===== src/rtl/fifo_tx_serializer.sv =====
// Pops words from a synchronous FIFO and sends each one as a start/LSB-first/stop
// serial frame, with every bit held for CLKS_PER_BIT clocks.
module fifo_tx_serializer #(
    parameter int WIDTH        = 8,
    parameter int CLKS_PER_BIT = 4
) (
    input  logic             clk_i,
    input  logic             rst_i,
    input  logic             enable_i,
    input  logic             empty_i,
    output logic             rd_en_o,
    input  logic [WIDTH-1:0] rdata_i,
    output logic             tx_o,
    output logic             busy_o,
    output logic             done_o
);

    localparam int CW = (CLKS_PER_BIT > 1) ? $clog2(CLKS_PER_BIT) : 1;
    localparam int BW = $clog2(WIDTH) + 1;
    localparam logic [CW-1:0] CLK_LAST = CW'(CLKS_PER_BIT - 1);
    localparam logic [BW-1:0] BIT_LAST = BW'(WIDTH - 1);

    typedef enum logic [2:0] {
        IDLE,
        REQ,
        LOAD,
        START,
        DATA,
        STOP
    } state_t;

    state_t           state, state_n;
    logic [WIDTH-1:0] shift, shift_n;
    logic [BW-1:0]    bit_cnt, bit_cnt_n;
    logic [CW-1:0]    clk_cnt, clk_cnt_n;
    logic             bit_end;
    logic             tx_n, rd_en_n, busy_n, done_n;

    always_ff @(posedge clk_i or posedge rst_i) begin
        if (rst_i) begin
            state   <= IDLE;
            shift   <= '0;
            bit_cnt <= '0;
            clk_cnt <= '0;
            tx_o    <= 1'b1;
            rd_en_o <= 1'b0;
            busy_o  <= 1'b0;
            done_o  <= 1'b0;
        end else begin
            state   <= state_n;
            shift   <= shift_n;
            bit_cnt <= bit_cnt_n;
            clk_cnt <= clk_cnt_n;
            tx_o    <= tx_n;
            rd_en_o <= rd_en_n;
            busy_o  <= busy_n;
            done_o  <= done_n;
        end
    end

    always_comb begin
        state_n   = state;
        shift_n   = shift;
        bit_cnt_n = bit_cnt;
        clk_cnt_n = clk_cnt;
        bit_end   = (clk_cnt == CLK_LAST);

        case (state)
            IDLE: begin
                if (enable_i && !empty_i) state_n = REQ;
            end
            REQ: begin
                state_n = LOAD;
            end
            LOAD: begin
                // FIFO read data became valid on the edge that saw the read strobe
                shift_n   = rdata_i;
                clk_cnt_n = '0;
                bit_cnt_n = '0;
                state_n   = START;
            end
            START: begin
                if (bit_end) begin
                    clk_cnt_n = '0;
                    state_n   = DATA;
                end else begin
                    clk_cnt_n = clk_cnt + CW'(1);
                end
            end
            DATA: begin
                if (bit_end) begin
                    clk_cnt_n = '0;
                    shift_n   = shift >> 1;
                    if (bit_cnt == BIT_LAST) begin
                        bit_cnt_n = '0;
                        state_n   = STOP;
                    end else begin
                        bit_cnt_n = bit_cnt + BW'(1);
                    end
                end else begin
                    clk_cnt_n = clk_cnt + CW'(1);
                end
            end
            STOP: begin
                if (bit_end) begin
                    clk_cnt_n = '0;
                    state_n   = IDLE;
                end else begin
                    clk_cnt_n = clk_cnt + CW'(1);
                end
            end
            default: begin
                state_n = IDLE;
            end
        endcase

        // Outputs are registered from the next state so they line up with the state register
        tx_n    = (state_n == START) ? 1'b0 :
                  (state_n == DATA)  ? shift_n[0] : 1'b1;
        rd_en_n = (state_n == REQ);
        busy_n  = (state_n != IDLE);
        done_n  = (state == STOP) && (state_n == IDLE);
    end

endmodule


===== config.mk =====
export PLATFORM = sky130hd
export DESIGN_NAME = fifo_tx_serializer
export DESIGN_NICKNAME = d
export VERILOG_FILES = /design/src/rtl/fifo_tx_serializer.sv
export SDC_FILE = /design/constraint.sdc
export NUM_CORES = 1
export LEC_CHECK = 0
export BUFFER_PORTS_ARGS = -buffer_cell sky130_fd_sc_hd__clkbuf_2
export CAP_MARGIN = 20
export CORE_UTILIZATION = 54
export CTS_BUF_LIST = sky130_fd_sc_hd__clkbuf_16
export DETAILED_ROUTE_END_ITERATION = 8
export PLACE_DENSITY = 0.74
export SLEW_MARGIN = 40
export SYNTH_ARGS = -nofsm -noshare
export SYNTH_HDL_FRONTEND = slang
export SYNTH_SLANG_ARGS = --single-unit

===== constraint.sdc =====
create_clock -name clk_i -period 1.8 [get_ports clk_i]
set_input_delay 0.09 -clock clk_i [delete_from_list [all_inputs] [get_ports clk_i]]
set_output_delay 0.09 -clock clk_i [all_outputs]
set_load 0.03 [all_outputs]

; Yosys cells after proc, flatten, opt, wreduce, memory -nomap -nowiden
; Cells that the tools add are included.
[classes]
add_sub_neg = 2
n_eq_ne = 11
muxes = 15
reduce_logical = 10
[op_table]
columns = operator, count
row1 = $pmux W3 S6, 1
row2 = $pmux W8 S2, 1
row3 = $mux W3, 5
row4 = $eq A3 B2 Y1 const B, 3
row5 = $eq A3 B3 Y1 const B, 3
row6 = $mux W4, 2
row7 = $mux W8, 1
row8 = $pmux W4 S2, 1
row9 = $eq A3 B1 Y1 const B, 2
row10 = $logic_not A3 Y1, 2
row11 = $add A4 B1 Y4 const B, 1
row12 = $eq A4 B3 Y1 const B, 1
row13 = $pmux W2 S2, 1
row14 = $reduce_bool A2 Y1, 2
row15 = $reduce_bool A3 Y1, 1
row16 = $reduce_or A3 Y1, 1
row17 = $add A2 B1 Y2 const B, 1
row18 = $eq A2 B2 Y1 const B, 1
row19 = $logic_and A1 B1 Y1, 2
row20 = $mux W1, 2
row21 = $mux W2, 1
row22 = $ne A2 B2 Y1 const B, 1
row23 = $reduce_and A2 Y1, 1
row24 = $logic_not A1 Y1, 1
[totals]
reg_bits = 21
output_inout_bits = 4

; Logic depth before layout (Yosys ltp)
[depth]
depth_word = 7
ltp_mapped = 6
ltp_nobuf = 4

; Worst setup path before layout
; OpenSTA, ideal clock, no wires.
[synth_timing]
path_type = reg-to-reg
start = register clk_cnt[0]
end = register bit_cnt[0]
setup_time_ns = 0.118
arrival_time_ns = 1.199
setup_slack_ns = 0.483
path_stages_with_launch = 6
synth_period_minus_slack_ns = 1.317
cell_sequence = dfrtp_1 -> ha_1 -> and3b_1 -> buf_4 -> nor4b_2 -> a21o_1
[synth_between]
elab_chain_cells = 3
[synth_rtl]
columns = element, line_no
row1 = from (decl), 35  ; logic [CW-1:0] clk_cnt, clk_cnt_n;
row2 = from (signal assigned), 53  ; clk_cnt <= clk_cnt_n;
row3 = $eq A2 B2 Y1, 66  ; bit_end = (clk_cnt == CLK_LAST);
row4 = $ne A2 B2 Y1 (no source line), --
row5 = $reduce_and A2 Y1 (no source line), --
row6 = to (signal assigned), 52  ; bit_cnt <= bit_cnt_n;
row7 = to (decl), 34  ; logic [BW-1:0] bit_cnt, bit_cnt_n;
; Every way passes these cells.
; A chain may end at the register's enable or synchronous reset.

; Final worst setup path
[layout_timing]
start = register clk_cnt[0]
end = register bit_cnt[3]
; The elaborated chain is that of the path after synthesis.

==> qor.txt <==
number of levels the H-tree was split into = 1
leading register cell type out of synthesis = dfrtp_1
hold slack final = 0.08800 ns
fmax = 0.6054 GHz
capturing point of the worst reg2reg path = bit_cnt[3]
Layout Nets = 129
boundary pin count = 16
source of the worst register-to-register timing path = clk_cnt[0]
mean instance size in the synthesized netlist = 11.04 um2
number of enable flip-flop cells after synthesis = 0
routed via count divided by cell count = 6.079
Chip Width = 46.77 um
RSZ-0062 raised after global routing = false
Setup Viol. Count Final = 0
Hold Crit Class = primary input to register
end point of the worst hold path = shift[7]
max_slew headroom = 0.6932
first-pass GRT wire length = 3.470 mm
non-filler cells, final = 139
fraction of layout instances using a drive strength above 1 = 0.2456
number of fill cells = 141
number of buffers added on ports = 15
leak pwr = 0.5973 nW
hold violation total from the final report = 0
max-slew violation total from the final report = 0
vias in the first global route = 780
overall via count from detail_route = 845
sequential cell area fraction in the yosys report = 0.4867
total wire length after detailed routing = 2.147 mm
peak ir drop on the vdd network = 0.0007541 V
portion of the clock cycle consumed by the worst path in the final layout = 0.9177
starting DRC count in detailed routing = 31
placed cell count = 134
total die area = 2187 um2
number of max-cap violations = 0
Area Growth Syn to Fin = 16.19%
number of distinct library cell variants in the gate-level netlist after synthesis = 37
Core Region = 1802 um2
vertical die dimension = 46.77 um
total iterations of the first detailed-routing run = 4
pwr/cell area = 1102 nW/um2
slack of the worst reg-to-reg path = 0.15 ns
Worst Hold Depth = 2
required time of the critical path = 1.94 ns
final total negative setup slack = 0 ns
total number of clock tree sinks = 21
clock tree root buffer cell = clkbuf_16
remaining antenna violation count = 0
mean routed wirelength per cell = 15.45 um
half-perimeter wire length after detailed placement = 1.409 mm
Initial Util = 0.6007
Yosys warnings = 0
number of instances in the synthesized netlist = 98
critical setup path kind = register to register
net count after synthesis = 112
Longest Clk Path Bufs = 2
weighted congestion reported at the end of routability-driven placement = 0.7933
synthesis-stage register bit count = 21
Tmin final = 1.652 ns
DRC violations left = 0
critical hold path startpoint = rdata_i[7]
TritonCTS clock tree = done
clock transition at the registers of the reported paths = 0.06 ns
critical path endpoint category = register
critical-path maximum fanout = 12
initial antenna violation count = 0
ANT cells = 0
clock latency of the later-clocked register in the worst-skew pair = 0.25 ns
crit path DAT = 1.79 ns
FFs w/ async S/R, synth = 1.000
type of element launching the critical path = register
worst clock skew = 0.002863 ns
sum of overflow across all layers after global routing = 0
maximum number of pins on one net before global-route repair = 22
global router's overall resource usage = 0.2322
status = finished, final reports clean
number of cells on the worst reg-to-reg path = 4
total number of placement rows = 15
number of buffers created by CTS = 3
post-cts sizing count = 0
area of the mapped netlist = 1082 um2
worst slew pin tran = 0.4602 ns
-- timing repair --
action / in CTS / in global routing
setup buffers: 0 / 0
hold buffers: 1 / 0
setup endpoints to repair: 0 / 0
endpoints found under the hold margin: 12 / 0
-- cell usage in the layout, fill, tap and decap left out, types with 2 or more instances in the layout --
cell / synthesis / layout
and3b_1: 2 / 2
a21o_1: 2 / 2
nand2_1: 2 / 2
a21oi_1: 3 / 3
a32o_1: 3 / 3
a31oi_1: 3 / 3
nor2b_1: 3 / 3
a22oi_1: 7 / 7
o21ai_0: 2 / 2
ha_1: 2 / 2
nand2b_1: 4 / 4
nand4b_1: 3 / 3
inv_1: 3 / 2
nor2_1: 3 / 3
buf_4: 3 / 5
nand3_1: 2 / 2
dfrtp_1: 20 / 20
o2bb2ai_1: 7 / 7
o22ai_1: 2 / 2
clkbuf_16: 0 / 3
clkbuf_2: 0 / 15
-- worst max-delay path, stage by stage, from the launching register on --
cell,delay [ns]
dfrtp_1,0.36
ha_1,0.16
and3b_1,0.43
o21ai_2,0.25
a211o_1,0.33
-- power by group --
group	total, mW	internal, mW	switching, mW
Sequential	0.582	0.542	0.0392
Combinational	0.339	0.155	0.183
Clock	0.466	0.298	0.168
Total	1.39	0.996	0.390
-- layer usage --
metal | vias to the layer above | part of all wire | track usage
met3 | 7 | 0.030 | 0.03462
li1 | 409 | - | -
met5 | - | 0 | 0
met4 | 0 | 0.026 | 0.1200
met1 | 408 | 0.45 | 0.3142
met2 | 21 | 0.49 | 0.3639
-- cells in the mapped netlist (3+ instances only) --
| library cell | instances | share of area |
|---|---|---|
| a21oi_1 | 3 | 0.014 |
| a22oi_1 | 7 | 0.049 |
| a31oi_1 | 3 | 0.017 |
| a32o_1 | 3 | 0.028 |
| buf_2 | 5 | 0.023 |
| buf_4 | 3 | 0.021 |
| dfrtp_1 | 20 | 0.46 |
| inv_1 | 3 | 0.010 |
| nand2b_1 | 4 | 0.023 |
| nand4b_1 | 3 | 0.024 |
| nor2_1 | 3 | 0.010 |
| nor2b_1 | 3 | 0.017 |
| o2bb2ai_1 | 7 | 0.057 |
-- worst max path at each step --
stage	cells past startpoint	endpoint	start	slack, ns
3_5_place_dp	4	bit_cnt[3]	clk_cnt[0]	0.19
6_report	4	bit_cnt[3]	clk_cnt[0]	0.15
2_1_floorplan	5	bit_cnt[0]	clk_cnt[0]	0.48
4_1_cts	4	bit_cnt[3]	clk_cnt[0]	0.17
5_1_grt	4	bit_cnt[3]	clk_cnt[0]	0.02
3_3_place_gp	4	bit_cnt[3]	clk_cnt[0]	0.22
-- metrics by stage --
| step | total power, mW | utilization | cell area [um2] | worst slack [ns] |
|---|---|---|---|---|
| floorplan | 0.8512 | - | 1082 | 0.4829 |
| global placement | 0.9100 | 0.6479 | 1167 | 0.2184 |
| detailed placement | 0.9240 | 0.6479 | 1167 | 0.1890 |
| CTS | 1.391 | 0.6979 | 1257 | 0.1658 |
| global route | 1.463 | 0.6979 | 1257 | 0.02153 |
| finish | 1.386 | 0.6979 | 1257 | 0.1481 |
-- registers in the layout, summed over array words and instances, names as in the netlist --
register / count
rd_en_o: 1
done_o: 1
clk_cnt: 2
state: 3
bit_cnt: 4
busy_o: 1
tx_o: 1
shift: 8
-- cells by family after synthesis --
family                     synth area share
adders and majority gates           0.02312
and+or+nand+nor                      0.1757
DFF                                  0.4867
AOI/OAI and AO/OA                    0.2405
buffers and inverters               0.06473
muxes                              0.009249
-- layout make-up --
cell class	count	area, um2	share of cell area
repair buffers	21	122.6	0.09751
multi-input cells	65	485.5	0.3861
clock buffers	3	75.07	0.05970
inverters	3	11.26	0.008955
clock inverters	1	5.005	0.003980
well taps	25	31.28	0.02488
flip-flops and latches	21	526.8	0.4189
(Power assumes the default switching activity.)
